[src/rtl/ucontrol_sequencer_if.sv]
// Bus between the microprogram sequencer and the datapath/control store.
// The master modport is the sequencer's view. The slave modport is the
// view of the datapath and control store.
interface ucontrol_sequencer_if #(
  parameter int DATAWIDTH_BUS           = 32,
  parameter int DATAWIDTH_MIR_DIRECTION = 6,
  parameter int DATAWIDTH_ALU_SELECTION = 4,
  parameter int DATAWIDTH_CS_ADDRESS    = 11,
  parameter int DATAWIDTH_MICROWORD     = 41
);
  logic [DATAWIDTH_MICROWORD-1:0]     UCONTROL_MicroWord_InBus;
  logic [DATAWIDTH_BUS-1:0]           UCONTROL_IR_InBus;
  logic                               UCONTROL_SetCode_In;
  logic                               UCONTROL_FlagNegative_In;
  logic                               UCONTROL_FlagZero_In;
  logic                               UCONTROL_FlagOverflow_In;
  logic                               UCONTROL_FlagCarry_In;
  logic                               UCONTROL_MemReady_In;
  logic [DATAWIDTH_CS_ADDRESS-1:0]    UCONTROL_CSAddress_OutBus;
  logic [DATAWIDTH_MIR_DIRECTION-1:0] UCONTROL_DirA_OutBus;
  logic [DATAWIDTH_MIR_DIRECTION-1:0] UCONTROL_DirB_OutBus;
  logic [DATAWIDTH_MIR_DIRECTION-1:0] UCONTROL_DirC_OutBus;
  logic                               UCONTROL_SelectA_Out;
  logic                               UCONTROL_SelectB_Out;
  logic                               UCONTROL_SelectC_Out;
  logic [DATAWIDTH_ALU_SELECTION-1:0] UCONTROL_ALUOperation_OutBus;
  logic                               UCONTROL_RD_Out;
  logic                               UCONTROL_WR_Out;
  logic                               UCONTROL_MemRequest_Out;
  logic [1:0]                         UCONTROL_State_OutBus;

  modport master (
    input  UCONTROL_MicroWord_InBus, UCONTROL_IR_InBus, UCONTROL_SetCode_In,
           UCONTROL_FlagNegative_In, UCONTROL_FlagZero_In, UCONTROL_FlagOverflow_In,
           UCONTROL_FlagCarry_In, UCONTROL_MemReady_In,
    output UCONTROL_CSAddress_OutBus, UCONTROL_DirA_OutBus, UCONTROL_DirB_OutBus,
           UCONTROL_DirC_OutBus, UCONTROL_SelectA_Out, UCONTROL_SelectB_Out,
           UCONTROL_SelectC_Out, UCONTROL_ALUOperation_OutBus, UCONTROL_RD_Out,
           UCONTROL_WR_Out, UCONTROL_MemRequest_Out, UCONTROL_State_OutBus
  );

  modport slave (
    output UCONTROL_MicroWord_InBus, UCONTROL_IR_InBus, UCONTROL_SetCode_In,
           UCONTROL_FlagNegative_In, UCONTROL_FlagZero_In, UCONTROL_FlagOverflow_In,
           UCONTROL_FlagCarry_In, UCONTROL_MemReady_In,
    input  UCONTROL_CSAddress_OutBus, UCONTROL_DirA_OutBus, UCONTROL_DirB_OutBus,
           UCONTROL_DirC_OutBus, UCONTROL_SelectA_Out, UCONTROL_SelectB_Out,
           UCONTROL_SelectC_Out, UCONTROL_ALUOperation_OutBus, UCONTROL_RD_Out,
           UCONTROL_WR_Out, UCONTROL_MemRequest_Out, UCONTROL_State_OutBus
  );
endinterface

[src/rtl/ucontrol_sequencer.sv]
// Microprogrammed control unit.
// Each microinstruction is fetched into the MIR and then executed. Execution
// holds while a memory access is pending. The datapath register write, the
// memory strobes, the next-address update and the flag update all happen in
// a single commit cycle.
module ucontrol_sequencer #(
  parameter int DATAWIDTH_BUS           = 32,
  parameter int DATAWIDTH_MIR_DIRECTION = 6,
  parameter int DATAWIDTH_ALU_SELECTION = 4,
  parameter int DATAWIDTH_CS_ADDRESS    = 11,
  parameter int DATAWIDTH_MICROWORD     = 41,
  parameter int DATAWIDTH_COND          = 3
) (
  input logic                  UCONTROL_CLOCK_50,
  input logic                  UCONTROL_ResetInLow_In,
  ucontrol_sequencer_if.master bus
);
  typedef enum logic [1:0] {FETCH = 2'b00, EXEC = 2'b01, MEMWAIT = 2'b10} state_t;

  state_t                             state;
  logic [DATAWIDTH_CS_ADDRESS-1:0]    csar;
  logic [DATAWIDTH_MICROWORD-1:0]     mir;
  logic [3:0]                         psr;   // {N, Z, V, C}
  logic [DATAWIDTH_CS_ADDRESS-1:0]    next_addr;
  logic [DATAWIDTH_CS_ADDRESS-1:0]    csar_inc;
  logic                               commit;
  logic [DATAWIDTH_BUS-1:0]           ir;

  // Microword fields
  logic [DATAWIDTH_MIR_DIRECTION-1:0] mir_a, mir_b, mir_c;
  logic                               mir_amux, mir_bmux, mir_cmux, mir_rd, mir_wr;
  logic [DATAWIDTH_ALU_SELECTION-1:0] mir_alu;
  logic [DATAWIDTH_COND-1:0]          mir_cond;
  logic [DATAWIDTH_CS_ADDRESS-1:0]    mir_jaddr;
  logic                               mem_op;
  logic                               unused_ir;

  assign mir_a     = mir[40:35];
  assign mir_amux  = mir[34];
  assign mir_b     = mir[33:28];
  assign mir_bmux  = mir[27];
  assign mir_c     = mir[26:21];
  assign mir_cmux  = mir[20];
  assign mir_rd    = mir[19];
  assign mir_wr    = mir[18];
  assign mir_alu   = mir[17:14];
  assign mir_cond  = mir[13:11];
  assign mir_jaddr = mir[10:0];
  assign mem_op    = mir_rd | mir_wr;

  assign ir        = bus.UCONTROL_IR_InBus;
  assign unused_ir = ^{ir[29:25], ir[18:14], ir[12:0]};
  assign csar_inc  = csar + {{(DATAWIDTH_CS_ADDRESS-1){1'b0}}, 1'b1};

  // Commit when executing and no memory access is outstanding or it has just completed.
  always_comb begin
    commit = 1'b0;
    case (state)
      EXEC:    commit = !mem_op || bus.UCONTROL_MemReady_In;
      MEMWAIT: commit = bus.UCONTROL_MemReady_In;
      default: commit = 1'b0;
    endcase
  end

  // Next control store address from the branch condition and the pre-update flags.
  always_comb begin
    next_addr = csar_inc;
    case (mir_cond)
      3'd1: if (psr[3]) next_addr = mir_jaddr;
      3'd2: if (psr[2]) next_addr = mir_jaddr;
      3'd3: if (psr[1]) next_addr = mir_jaddr;
      3'd4: if (psr[0]) next_addr = mir_jaddr;
      3'd5: if (ir[13]) next_addr = mir_jaddr;
      3'd6: next_addr = mir_jaddr;
      3'd7: next_addr = {1'b1, ir[31:30], ir[24:19], 2'b00};
      default: next_addr = csar_inc;
    endcase
  end

  // Sequencer FSM together with the CSAR, MIR and PSR registers.
  always_ff @(posedge UCONTROL_CLOCK_50 or negedge UCONTROL_ResetInLow_In) begin
    if (!UCONTROL_ResetInLow_In) begin
      state <= FETCH;
      csar  <= '0;
      mir   <= '0;
      psr   <= '0;
    end else begin
      case (state)
        FETCH: begin
          mir   <= bus.UCONTROL_MicroWord_InBus;
          state <= EXEC;
        end
        EXEC, MEMWAIT: begin
          if (commit) begin
            csar  <= next_addr;
            state <= FETCH;
            if (bus.UCONTROL_SetCode_In)
              psr <= {bus.UCONTROL_FlagNegative_In, bus.UCONTROL_FlagZero_In,
                      bus.UCONTROL_FlagOverflow_In, bus.UCONTROL_FlagCarry_In};
          end else begin
            state <= MEMWAIT;
          end
        end
        default: state <= FETCH;
      endcase
    end
  end

  assign bus.UCONTROL_CSAddress_OutBus    = csar;
  assign bus.UCONTROL_State_OutBus        = state;
  assign bus.UCONTROL_DirA_OutBus         = mir_a;
  assign bus.UCONTROL_SelectA_Out         = mir_amux;
  assign bus.UCONTROL_DirB_OutBus         = mir_b;
  assign bus.UCONTROL_SelectB_Out         = mir_bmux;
  assign bus.UCONTROL_ALUOperation_OutBus = mir_alu;
  // Outside commit cycles the C write is steered to r0 so that it is discarded.
  assign bus.UCONTROL_DirC_OutBus         = commit ? mir_c : '0;
  assign bus.UCONTROL_SelectC_Out         = commit & mir_cmux;
  assign bus.UCONTROL_RD_Out              = commit & mir_rd;
  assign bus.UCONTROL_WR_Out              = commit & mir_wr;
  assign bus.UCONTROL_MemRequest_Out      = (state == EXEC || state == MEMWAIT) & mem_op;
endmodule

[src/flat_wrapper.sv]
// flat-port wrapper written by rule: the top's interface ports become plain ports
module ucontrol_sequencer_flat 
#(
  parameter int DATAWIDTH_BUS           = 32,
  parameter int DATAWIDTH_MIR_DIRECTION = 6,
  parameter int DATAWIDTH_ALU_SELECTION = 4,
  parameter int DATAWIDTH_CS_ADDRESS    = 11,
  parameter int DATAWIDTH_MICROWORD     = 41,
  parameter int DATAWIDTH_COND          = 3
)
  (UCONTROL_CLOCK_50, UCONTROL_ResetInLow_In, bus_UCONTROL_MicroWord_InBus, bus_UCONTROL_IR_InBus, bus_UCONTROL_SetCode_In, bus_UCONTROL_FlagNegative_In, bus_UCONTROL_FlagZero_In, bus_UCONTROL_FlagOverflow_In, bus_UCONTROL_FlagCarry_In, bus_UCONTROL_MemReady_In, bus_UCONTROL_CSAddress_OutBus, bus_UCONTROL_DirA_OutBus, bus_UCONTROL_DirB_OutBus, bus_UCONTROL_DirC_OutBus, bus_UCONTROL_SelectA_Out, bus_UCONTROL_SelectB_Out, bus_UCONTROL_SelectC_Out, bus_UCONTROL_ALUOperation_OutBus, bus_UCONTROL_RD_Out, bus_UCONTROL_WR_Out, bus_UCONTROL_MemRequest_Out, bus_UCONTROL_State_OutBus);
  ucontrol_sequencer_if #(.DATAWIDTH_BUS(DATAWIDTH_BUS), .DATAWIDTH_MIR_DIRECTION(DATAWIDTH_MIR_DIRECTION), .DATAWIDTH_ALU_SELECTION(DATAWIDTH_ALU_SELECTION), .DATAWIDTH_CS_ADDRESS(DATAWIDTH_CS_ADDRESS), .DATAWIDTH_MICROWORD(DATAWIDTH_MICROWORD)) bus_i ();
  input logic UCONTROL_CLOCK_50;
  input logic UCONTROL_ResetInLow_In;
  input wire logic [$bits(bus_i.UCONTROL_MicroWord_InBus)-1:0] bus_UCONTROL_MicroWord_InBus;
  input wire logic [$bits(bus_i.UCONTROL_IR_InBus)-1:0] bus_UCONTROL_IR_InBus;
  input wire logic [$bits(bus_i.UCONTROL_SetCode_In)-1:0] bus_UCONTROL_SetCode_In;
  input wire logic [$bits(bus_i.UCONTROL_FlagNegative_In)-1:0] bus_UCONTROL_FlagNegative_In;
  input wire logic [$bits(bus_i.UCONTROL_FlagZero_In)-1:0] bus_UCONTROL_FlagZero_In;
  input wire logic [$bits(bus_i.UCONTROL_FlagOverflow_In)-1:0] bus_UCONTROL_FlagOverflow_In;
  input wire logic [$bits(bus_i.UCONTROL_FlagCarry_In)-1:0] bus_UCONTROL_FlagCarry_In;
  input wire logic [$bits(bus_i.UCONTROL_MemReady_In)-1:0] bus_UCONTROL_MemReady_In;
  output wire logic [$bits(bus_i.UCONTROL_CSAddress_OutBus)-1:0] bus_UCONTROL_CSAddress_OutBus;
  output wire logic [$bits(bus_i.UCONTROL_DirA_OutBus)-1:0] bus_UCONTROL_DirA_OutBus;
  output wire logic [$bits(bus_i.UCONTROL_DirB_OutBus)-1:0] bus_UCONTROL_DirB_OutBus;
  output wire logic [$bits(bus_i.UCONTROL_DirC_OutBus)-1:0] bus_UCONTROL_DirC_OutBus;
  output wire logic [$bits(bus_i.UCONTROL_SelectA_Out)-1:0] bus_UCONTROL_SelectA_Out;
  output wire logic [$bits(bus_i.UCONTROL_SelectB_Out)-1:0] bus_UCONTROL_SelectB_Out;
  output wire logic [$bits(bus_i.UCONTROL_SelectC_Out)-1:0] bus_UCONTROL_SelectC_Out;
  output wire logic [$bits(bus_i.UCONTROL_ALUOperation_OutBus)-1:0] bus_UCONTROL_ALUOperation_OutBus;
  output wire logic [$bits(bus_i.UCONTROL_RD_Out)-1:0] bus_UCONTROL_RD_Out;
  output wire logic [$bits(bus_i.UCONTROL_WR_Out)-1:0] bus_UCONTROL_WR_Out;
  output wire logic [$bits(bus_i.UCONTROL_MemRequest_Out)-1:0] bus_UCONTROL_MemRequest_Out;
  output wire logic [$bits(bus_i.UCONTROL_State_OutBus)-1:0] bus_UCONTROL_State_OutBus;
  assign bus_i.UCONTROL_MicroWord_InBus = bus_UCONTROL_MicroWord_InBus;
  assign bus_i.UCONTROL_IR_InBus = bus_UCONTROL_IR_InBus;
  assign bus_i.UCONTROL_SetCode_In = bus_UCONTROL_SetCode_In;
  assign bus_i.UCONTROL_FlagNegative_In = bus_UCONTROL_FlagNegative_In;
  assign bus_i.UCONTROL_FlagZero_In = bus_UCONTROL_FlagZero_In;
  assign bus_i.UCONTROL_FlagOverflow_In = bus_UCONTROL_FlagOverflow_In;
  assign bus_i.UCONTROL_FlagCarry_In = bus_UCONTROL_FlagCarry_In;
  assign bus_i.UCONTROL_MemReady_In = bus_UCONTROL_MemReady_In;
  assign bus_UCONTROL_CSAddress_OutBus = bus_i.UCONTROL_CSAddress_OutBus;
  assign bus_UCONTROL_DirA_OutBus = bus_i.UCONTROL_DirA_OutBus;
  assign bus_UCONTROL_DirB_OutBus = bus_i.UCONTROL_DirB_OutBus;
  assign bus_UCONTROL_DirC_OutBus = bus_i.UCONTROL_DirC_OutBus;
  assign bus_UCONTROL_SelectA_Out = bus_i.UCONTROL_SelectA_Out;
  assign bus_UCONTROL_SelectB_Out = bus_i.UCONTROL_SelectB_Out;
  assign bus_UCONTROL_SelectC_Out = bus_i.UCONTROL_SelectC_Out;
  assign bus_UCONTROL_ALUOperation_OutBus = bus_i.UCONTROL_ALUOperation_OutBus;
  assign bus_UCONTROL_RD_Out = bus_i.UCONTROL_RD_Out;
  assign bus_UCONTROL_WR_Out = bus_i.UCONTROL_WR_Out;
  assign bus_UCONTROL_MemRequest_Out = bus_i.UCONTROL_MemRequest_Out;
  assign bus_UCONTROL_State_OutBus = bus_i.UCONTROL_State_OutBus;
  ucontrol_sequencer #(.DATAWIDTH_BUS(DATAWIDTH_BUS), .DATAWIDTH_MIR_DIRECTION(DATAWIDTH_MIR_DIRECTION), .DATAWIDTH_ALU_SELECTION(DATAWIDTH_ALU_SELECTION), .DATAWIDTH_CS_ADDRESS(DATAWIDTH_CS_ADDRESS), .DATAWIDTH_MICROWORD(DATAWIDTH_MICROWORD), .DATAWIDTH_COND(DATAWIDTH_COND)) u_core (.UCONTROL_CLOCK_50(UCONTROL_CLOCK_50), .UCONTROL_ResetInLow_In(UCONTROL_ResetInLow_In), .bus(bus_i));
endmodule
[config.mk]
export PLATFORM = sky130hd
export DESIGN_NAME = ucontrol_sequencer_flat
export DESIGN_NICKNAME = d
export VERILOG_FILES = /design/src/rtl/ucontrol_sequencer_if.sv /design/src/rtl/ucontrol_sequencer.sv /design/src/flat_wrapper.sv
export SDC_FILE = /design/constraint.sdc
export NUM_CORES = 1
export LEC_CHECK = 0
export ABC_AREA = 1
export BUFFER_PORTS_ARGS = -buffer_cell sky130_fd_sc_hd__buf_2
export CAP_MARGIN = 40
export CORE_AREA = 2 2 73 92
export DETAILED_ROUTE_END_ITERATION = 16
export DIE_AREA = 0 0 75 94
export HOLD_SLACK_MARGIN = 0.08
export PLACE_DENSITY_LB_ADDON = 0.12
export SLEW_MARGIN = 20
export SYNTH_ARGS = -nofsm -noshare
export SYNTH_HDL_FRONTEND = slang
export SYNTH_SLANG_ARGS = --single-unit
[constraint.sdc]
create_clock -name UCONTROL_CLOCK_50 -period 2.85 [get_ports UCONTROL_CLOCK_50]
set_input_delay 0.285 -clock UCONTROL_CLOCK_50 [delete_from_list [all_inputs] [get_ports UCONTROL_CLOCK_50]]
set_output_delay 0.285 -clock UCONTROL_CLOCK_50 [all_outputs]
set_load 0.01 [all_outputs]
== Word level (Yosys, flattened, before mapping) ==
Cells that the tools add are included.

* Flip-flop bits (word level): 58
* Latch bits: 0
* Memory bits (writable): 0
* ROM bits: 0
* Input port bits: 81
* Output and inout bits: 41
* Word-level logic and storage cells: 36
* Memories kept: 0

* Add/sub/neg operators: 1
* Multiply operators: 0
* Div/mod/pow operators: 0
* Magnitude comparators: 0
* Equal/unequal tests: 9
* Shift-type cells: 0
* Mux-type cells: 10
* Bitwise operators: 5
* Reduce and logical (&&, ||, !) cells: 7

{| class="wikitable"
|+ Operator list
! kind !! count
|-
| 11-bit one-hot mux with 7 select lines || 1
|-
| 11-bit 2-to-1 mux || 5
|-
| 3-bit == test (second input constant) || 4
|-
| 11-bit by 1-bit adder with 11-bit output (second input constant) || 1
|-
| 3-bit by 2-bit == test with 1-bit output (second input constant) || 2
|-
| 6-bit 2-to-1 mux || 1
|-
| 1-bit bitwise AND || 4
|-
| 2-bit one-hot mux with 2 select lines || 1
|-
| 3-bit by 1-bit == test with 1-bit output (second input constant) || 1
|-
| 3-bit AND reduction || 1
|-
| 2-bit by 1-bit == test with 1-bit output (second input constant) || 1
|-
| 2-bit == test (second input constant) || 1
|-
| 2-bit logical NOT || 1
|-
| 1-bit logical OR || 2
|-
| 2-bit 2-to-1 mux || 1
|-
| 1-bit one-hot mux with 2 select lines || 1
|-
| 2-bit AND reduction || 1
|-
| 2-bit OR reduction || 1
|-
| 1-bit logical NOT || 1
|-
| 1-bit bitwise OR || 1
|}

== Longest topological paths before layout ==
Gate-level depths: netlist of the first run.

* Depth in word-level cells: 6
* Depth in mapped cells: 10
* Gate-level depth less buffers: 10

== Worst setup path after synthesis of the first run ==
Ideal clock, no wire load.

* Path kind: reg-to-output
* Start point: register u_core.state[0], in the netlist u_core.bus.UCONTROL_State_OutBus[0]
* End point: output bus_UCONTROL_DirC_OutBus[0]
* Arrival time: 1.335 ns
* Data required time: 2.565 ns
* Setup slack: 1.230 ns
* Stages on the path, launching flop included: 6
* Path buffers: 1
* Cell sequence: dfrtp_1 inv_1 ha_1 nand2_1 clkbuf_1 nor2_1

* Word-level cells in the longest chain between the ends: 3
* Elaborated cells between the ends (all ways): 4
* Those cells by class: eq/ne (2); mux (2)

{| class="wikitable"
|+ RTL lines
! item !! RTL line !! source
|-
| start: declaration || ucontrol_sequencer.sv:20 || <nowiki>state_t state;</nowiki>
|-
| start signal: assignment || ucontrol_sequencer.sv:83 || <nowiki>state <= FETCH;</nowiki>
|-
| start signal: assignment || ucontrol_sequencer.sv:91 || <nowiki>state <= EXEC;</nowiki>
|-
| start signal: assignment || ucontrol_sequencer.sv:96 || <nowiki>state <= FETCH;</nowiki>
|-
| 2-bit == test or 2-bit by 1-bit == test with 1-bit output (tied branches) || ucontrol_sequencer.sv:58 || <nowiki>case (state)</nowiki>
|-
| 1-bit one-hot mux with 2 select lines (*) || ucontrol_sequencer.sv:58 ||
|-
| 6-bit 2-to-1 mux (*) || ucontrol_sequencer.sv:117 || <nowiki>assign bus.UCONTROL_DirC_OutBus = commit ? mir_c : '0;</nowiki>
|-
| end: declaration || flat_wrapper.sv:26 || <nowiki>output wire logic [$bits(bus_i.UCONTROL_DirC_OutBus)-1:0] bus_UCONTROL_DirC_OutBus;</nowiki>
|}

Mark *: on every way between the ends. The rest lies on a longest branch, timed or not.

== Worst setup path in the final report of the first run ==
* Start point: register u_core.state[0], in the netlist u_core.bus.UCONTROL_State_OutBus[0]
* End point: output bus_UCONTROL_DirC_OutBus[4]

The elaborated chain is that of the path after synthesis.

==> results.json, run 1 <==
{
  "antenna_cells": 0,
  "setup_viol": 0,
  "slowest_stage": "dfrtp_1",
  "holdPathStages": 3,
  "p_per_area_nw_per_um2": 1196,
  "ys.flop_type": "dfrtp_1",
  "drc": 0,
  "path_cells": "inv_1, ha_1, nand2_1, nand2_1, nand2_1, nor2_1, buf_2",
  "yosys_warnings": 0,
  "drtAntennaViolNets": 0,
  "yosys.area_share.simple_pct": 20.17,
  "hold_viol_final": 0,
  "synth_compound_area_share_pct": 11.74,
  "area_delta_synth_final_pct": 21.95,
  "met2_usage_pct": 35.38,
  "skew_ns": 0.009575,
  "nFillCells": 551,
  "grt_pass1_wl_um": 11250,
  "synth_area_leader_cell": "dfrtp_1",
  "synthArstFlopShare_pct": 100.0,
  "yosysMostFrequentCell": "nand2_1",
  "ctsLongestPathBuffers": 2,
  "rr_startpoint": "u_core.bus.UCONTROL_State_OutBus[0]",
  "synth_top_family_by_area": "simple AND/OR/NAND/NOR gates",
  "gp_congestion": 0.8747,
  "fin_crit_ns": 2.031,
  "die_h_um": 94,
  "worstSetupPathType": "reg2out",
  "cp_data_required_time_ns": 2.57,
  "synth_area_um2": 3176,
  "max_stage_delay_ns": 0.41,
  "dieArea_um2": 7050,
  "final_util_pct": 63.21,
  "start_util_pct": 51.84,
  "gr-usage-all-layers_pct": 21.09,
  "post_cts_buffers": 0,
  "min-delay-start": "bus_UCONTROL_MicroWord_InBus[22]",
  "avgSynthCellArea_um2": 8.846,
  "numCtsBuffers": 9,
  "dp_hpwl_um": 5156,
  "grt.met1_usage_pct": 24.86,
  "slew_violations": 0,
  "fin_cells": 538,
  "synth_commonest_cells": "nand2_1, dfrtp_1, inv_1",
  "port_buffers": 98,
  "vias": 2627,
  "cts_tree": "built",
  "rows": 32,
  "post_cts_resized": 0,
  "cp-startpoint": "u_core.bus.UCONTROL_State_OutBus[0]",
  "crit_family": "simple AND/OR/NAND/NOR gates",
  "first_pass_iters": 4,
  "ff2ff_path_depth": 6,
  "synth_cell_types": 33,
  "place_area_um2": 3643,
  "tightest_slew_ns": 0.6309,
  "netlist.area_leader.share_pct": 45.71,
  "synth_edf_count": 0,
  "grt_pass1_vias": 2540,
  "clockRootBuffer": "clkbuf_8",
  "status": "complete, no violations",
  "drive_above_1_share_pct": 37.31,
  "final_area_um2": 3872,
  "r2r_setup_slack_ns": 0.86,
  "cts_hold_buf": 1,
  "slew_headroom_pct": 57.94,
  "synth-xor-area-share_pct": 1.103,
  "p_total_mw": 4.630,
  "place_inst": 521,
  "syn_inst": 359,
  "io-pin-count": 122,
  "drv_cap": 0,
  "finalCritPeriodShare_pct": 71.28,
  "cpMostUsedCell": "nand2_1",
  "cp.depth": 7,
  "ir_drop_mv": 0.5840,
  "worstPathMaxFanout": 12,
  "synthTopCellsByArea": "dfrtp_1, mux2_2, nand2_1",
  "drtIter0Drc": 121,
  "end_kind": "primary output",
  "crit_buf_inv": 2,
  "antenna_found_initial": 0,
  "grt-busiest-layer": "met2",
  "tns_ns": 0,
  "worstPathArrival_ns": 1.75,
  "die_w_um": 75,
  "use_met3_pct": 4.828,
  "clk_latency_ns": 0.34,
  "coreArea_um2": 6126,
  "ys_seq_area_share_pct": 45.71,
  "synthAdderAreaFrac_pct": 2.364,
  "syn_nets": 446,
  "h-tree-depth": 3,
  "synth-seq-cells": 58,
  "fmax_mhz": 492.3,
  "clock-sinks": 58,
  "critPathLaunchType": "register",
  "p_leak_nw": 1.980,
  "clk_pin_slew_worst_paths_ns": 0.07,
  "rsz0062_at_grt": "no",
  "hp-class": "in2reg",
  "fin_nets": 535,
  "synthMuxAreaShare_pct": 9.574,
  "overflow": 0,
  "wl_um": 6899,
  "avgRoutedWirePerCell_um": 12.82,
  "vias_per_cell": 4.883,
  "grt_max_degree": 39
}
-- worst paths after layout --
path	to
min in group asynchronous	u_core.mir[3]
max in group asynchronous	u_core.bus.UCONTROL_CSAddress_OutBus[10]
setup / recovery	bus_UCONTROL_DirC_OutBus[4]
hold reg to reg	u_core.mir[40]
hold / removal	u_core.mir[22]
setup reg to reg	u_core.psr[1]
-- worst reg2reg max path, cell delays in order, from the launching register on --
cell and delay [ns]:
dfrtp_1 0.41, inv_1 0.12, ha_2 0.29, nand2_1 0.34, inv_2 0.19, nand2_2 0.17
mux2_2 0.35
-- routing by layer --
metal,up-vias,routed length [um]
met5,-,0
met4,0,141
met3,11,335
met2,75,3500
met1,1204,2922
li1,1337,-
-- state kept, by name, summed over array words and instances, names as in the netlist --
| name | cells |
|---|---|
| u_core.mir | 41 |
| u_core.bus.UCONTROL_CSAddress_OutBus | 11 |
| u_core.psr | 4 |
| u_core.bus.UCONTROL_State_OutBus | 2 |
-- report_power, final --
group / total [mW] / leakage (nW) / switching [mW] / internal (mW)
clock: 0.845 / 0.109 / 0.332 / 0.513
combinational: 2.23 / 1.18 / 1.29 / 0.945
sequential: 1.55 / 0.691 / 0.316 / 1.24
total: 4.63 / 1.98 / 1.94 / 2.69
-- layout make-up --
class                   instances  area, um^2  area share [%]
clock buffers                  11       141.4           3.651
clock inverters                 5       77.57           2.003
inverters                      38       142.6           3.683
multi-input cells             239        1430           36.93
flip-flops and latches         58        1451           37.48
well taps                      85       106.4           2.746
repair buffers                102       523.0           13.51
-- kinds of logic (layout without fill, tap and decap cells) --
family,Yosys count,after routing
buffers and inverters,62,156
AOI/OAI and AO/OA,63,63
adders and majority gates,6,6
xor gates and xnor gates,4,4
and+or+nand+nor,139,139
DFF,58,58
muxes,27,27
-- through the flow --
stage / hold slack [ns] / worst slack [ns]
2_1_floorplan: -0.01059 / 1.230
4_1_cts: 0.1404 / 0.7777
6_report: 0.1485 / 0.8186
5_1_grt: 0.1532 / 0.5940
3_5_place_dp: 0.2810 / 0.8390
3_3_place_gp: 0.2794 / 0.8865
-- cells in the final DEF, fill, tap and decap left out, types with 3 or more instances in the layout --
| cell type | count |
|---|---|
| a211oi_1 | 4 |
| a21boi_1 | 9 |
| a21oi_1 | 12 |
| buf_2 | 98 |
| buf_4 | 3 |
| clkbuf_8 | 10 |
| dfrtp_1 | 58 |
| ha_1 | 5 |
| inv_1 | 34 |
| inv_2 | 4 |
| mux2_2 | 27 |
| nand2_1 | 70 |
| nand2_2 | 4 |
| nand3_1 | 12 |
| nand3_2 | 3 |
| nand4_1 | 5 |
| nor2_1 | 32 |
| nor2_4 | 3 |
| nor3_1 | 3 |
| o21ai_0 | 25 |
| o21ai_1 | 4 |
| o21ai_2 | 3 |
| o22ai_1 | 3 |
| xor2_1 | 3 |
Note: power is estimated with default switching activity, not from simulation.
==> run 2: changes to the inputs <==
--- a/config.mk
+++ b/config.mk
@@ -8,9 +8,9 @@
 export ABC_AREA = 1
 export BUFFER_PORTS_ARGS = -buffer_cell sky130_fd_sc_hd__buf_2
 export CAP_MARGIN = 40
-export CORE_AREA = 2 2 73 92
+export CORE_AREA = 2 2 76 96
 export DETAILED_ROUTE_END_ITERATION = 16
-export DIE_AREA = 0 0 75 94
+export DIE_AREA = 0 0 78 98
 export HOLD_SLACK_MARGIN = 0.08
 export PLACE_DENSITY_LB_ADDON = 0.12
 export SLEW_MARGIN = 20
==> constraint.sdc (replaced) <==
create_clock -name UCONTROL_CLOCK_50 -period 1.9 [get_ports UCONTROL_CLOCK_50]
set_input_delay 0.19 -clock UCONTROL_CLOCK_50 [delete_from_list [all_inputs] [get_ports UCONTROL_CLOCK_50]]
set_output_delay 0.19 -clock UCONTROL_CLOCK_50 [all_outputs]
set_load 0.01 [all_outputs]
==> run 2 against run 1 <==
Net effect:
- critical path depth up 1
- via count up 7.7%
- clock-buffer cell count down 1
- die area up 8.4%
- sequential share of layout area down 4.1 points
- utilization up 0.74 points
- wire length up 14%
==> results.json, run 2 (synthesis gave the netlist of run 1 again) <==
{
  "fmax_mhz": 552.0,
  "critPathLaunchType": "register",
  "drc": 0,
  "overflow": 0,
  "port_buffers": 98,
  "gr-usage-all-layers_pct": 20.89,
  "avgRoutedWirePerCell_um": 13.31,
  "slew_violations": 0,
  "finalCritPeriodShare_pct": 95.34,
  "ctsLongestPathBuffers": 2,
  "antenna_cells": 0,
  "hold_viol_final": 0,
  "dp_hpwl_um": 5439,
  "fin_nets": 582,
  "pwr-share-comb_pct": 51.4,
  "switching_share_pct": 42.75,
  "drv_cap": 0,
  "worstPathMaxFanout": 9,
  "place_area_um2": 3697,
  "p_int_mw": 4.123,
  "min-delay-start": "bus_UCONTROL_FlagOverflow_In",
  "worstPathArrival_ns": 1.62,
  "coreArea_um2": 6807,
  "drive_above_1_share_pct": 36.20,
  "fin_crit_ns": 1.811,
  "rows": 34,
  "top_layer_used": "met4",
  "p_seq_share_pct": 32.4,
  "wl_met1_um": 3286,
  "largest_reg_flops": 41,
  "fin_cells": 590,
  "wl_met2_um": 3897,
  "tightest_slew_ns": 0.6144,
  "vias_per_cell": 4.793,
  "drtAntennaViolNets": 0,
  "layout_common_cells": "buf_2, nand2_1, dfrtp_1, dlygate4sd3_1, inv_1",
  "drtIter0Drc": 115,
  "final_common_cell": "buf_2",
  "regArea_um2": 1451,
  "tns_ns": 0,
  "grt_pass1_vias": 2705,
  "end_kind": "primary output",
  "antenna_found_initial": 1,
  "clk_pin_slew_worst_paths_ns": 0.07,
  "grt_pass1_wl_um": 12450,
  "clock-sinks": 58,
  "cpMostUsedCell": "nand2_1",
  "rsz0062_at_grt": "no",
  "wl_um": 7853,
  "ff2ff_path_depth": 11,
  "crit_buf_inv": 3,
  "start_util_pct": 46.65,
  "skew_ns": 0.007577,
  "ir_drop_mv": 1.046,
  "die_h_um": 98,
  "multi_input_area_um2": 1440,
  "final_area_um2": 4353,
  "grt_max_degree": 35,
  "reg2reg_to": "u_core.psr[2]",
  "worst_hold_slack_ns": 0.09245,
  "numCtsBuffers": 9,
  "p_total_mw": 7.201,
  "nFillCells": 580,
  "h-tree-depth": 3,
  "vias": 2828,
  "holdPathEnd": "u_core.psr[1]",
  "clkPwrFrac_pct": 16.2,
  "cts_tree": "built",
  "setup_viol": 0,
  "cp_data_required_time_ns": 1.71,
  "status": "complete, no violations",
  "max_stage_delay_ns": 0.40,
  "die_w_um": 78,
  "first_pass_iters": 4,
  "crit_family": "flip-flops",
  "p_leak_nw": 2.183,
  "io-pin-count": 122,
  "switchingPower_mw": 3.079,
  "dieArea_um2": 7644,
  "clk_latency_ns": 0.34,
  "path_cells": "inv_1, ha_1, nand2_1, nand2_1, nand2_4, buf_6, nor2_1, buf_2",
  "regMostFlops": "u_core.mir",
  "holdPathStages": 2,
  "met3WireLength_um": 497,
  "slew_headroom_pct": 59.04,
  "worstSetupPathType": "reg2out",
  "rr_startpoint": "u_core.bus.UCONTROL_State_OutBus[0]",
  "slowest_stage": "dfrtp_1",
  "gp_congestion": 0.8954,
  "area_delta_synth_final_pct": 37.08,
  "place_inst": 529,
  "clockRootBuffer": "clkbuf_8",
  "r2r_setup_slack_ns": 0.12,
  "p_per_area_nw_per_um2": 1654,
  "hp-class": "in2reg"
}
-- run 2: cell count changes in the layout (fill, tap and decap cells not counted), sizes merged --
cell	previous run	this run
buf	101	109
dlygate4sd3	1	40
clkinvlp	1	3
clkbuf	11	10
bufinv	2	1
-- run 2: per-layer routing --
layer	global-route usage, %	up-vias
li1	-	1435
met1	24.10	1287
met2	35.94	91
met3	5.638	15
met4	9.582	0
met5	0	-
-- run 2: worst max path at each step --
stage / endpoint / startpoint / cells past startpoint / slack, ns
global route: bus_UCONTROL_DirC_OutBus[4] / u_core.bus.UCONTROL_State_OutBus[1] / 8 / 0.02
floorplan: u_core.psr[1] / u_core.bus.UCONTROL_State_OutBus[0] / 6 / 0.31
global placement: u_core.psr[1] / u_core.bus.UCONTROL_State_OutBus[0] / 6 / 0.10
CTS: bus_UCONTROL_SelectC_Out / u_core.bus.UCONTROL_State_OutBus[1] / 8 / 0.06
finish: bus_UCONTROL_DirC_OutBus[4] / u_core.bus.UCONTROL_State_OutBus[0] / 8 / 0.09
detailed placement: u_core.psr[1] / u_core.bus.UCONTROL_State_OutBus[1] / 8 / 0.04
-- run 2: per-stage QoR --
step	utilization, %	setup WS (ns)
finish	63.95	0.08856
global route	63.95	0.01590
CTS	63.60	0.06359
detailed placement	54.32	0.03934
global placement	54.32	0.1007
floorplan	-	0.3126
-- run 2: final cells by class --
| class | instances | share of cell area [%] |
|---|---|---|
| clock buffers | 10 | 3.162 |
| repair buffers | 149 | 23.02 |
| inverters | 38 | 3.277 |
| well taps | 90 | 2.587 |
| multi-input cells | 239 | 33.08 |
| flip-flops and latches | 58 | 33.34 |
| clock inverters | 6 | 1.523 |
-- run 2: what timing repair did --
action,in CTS,in global routing
resized for setup,3,2
hold buffers,39,1
hold endpoints to repair,62,1
pin swaps,2,1
setup buffers,4,1
endpoints found under the setup margin,9,8
-- run 2: power by group through the flow --
stage          Combinational, mW  Sequential [mW]  Clock (mW)
2_1_floorplan               2.62             2.32           0
3_3_place_gp                3.46             2.34           0
3_5_place_dp                3.52             2.36           0
4_1_cts                     3.69             2.33        1.19
5_1_grt                     4.10             2.43        1.25
6_report                    3.70             2.34        1.17
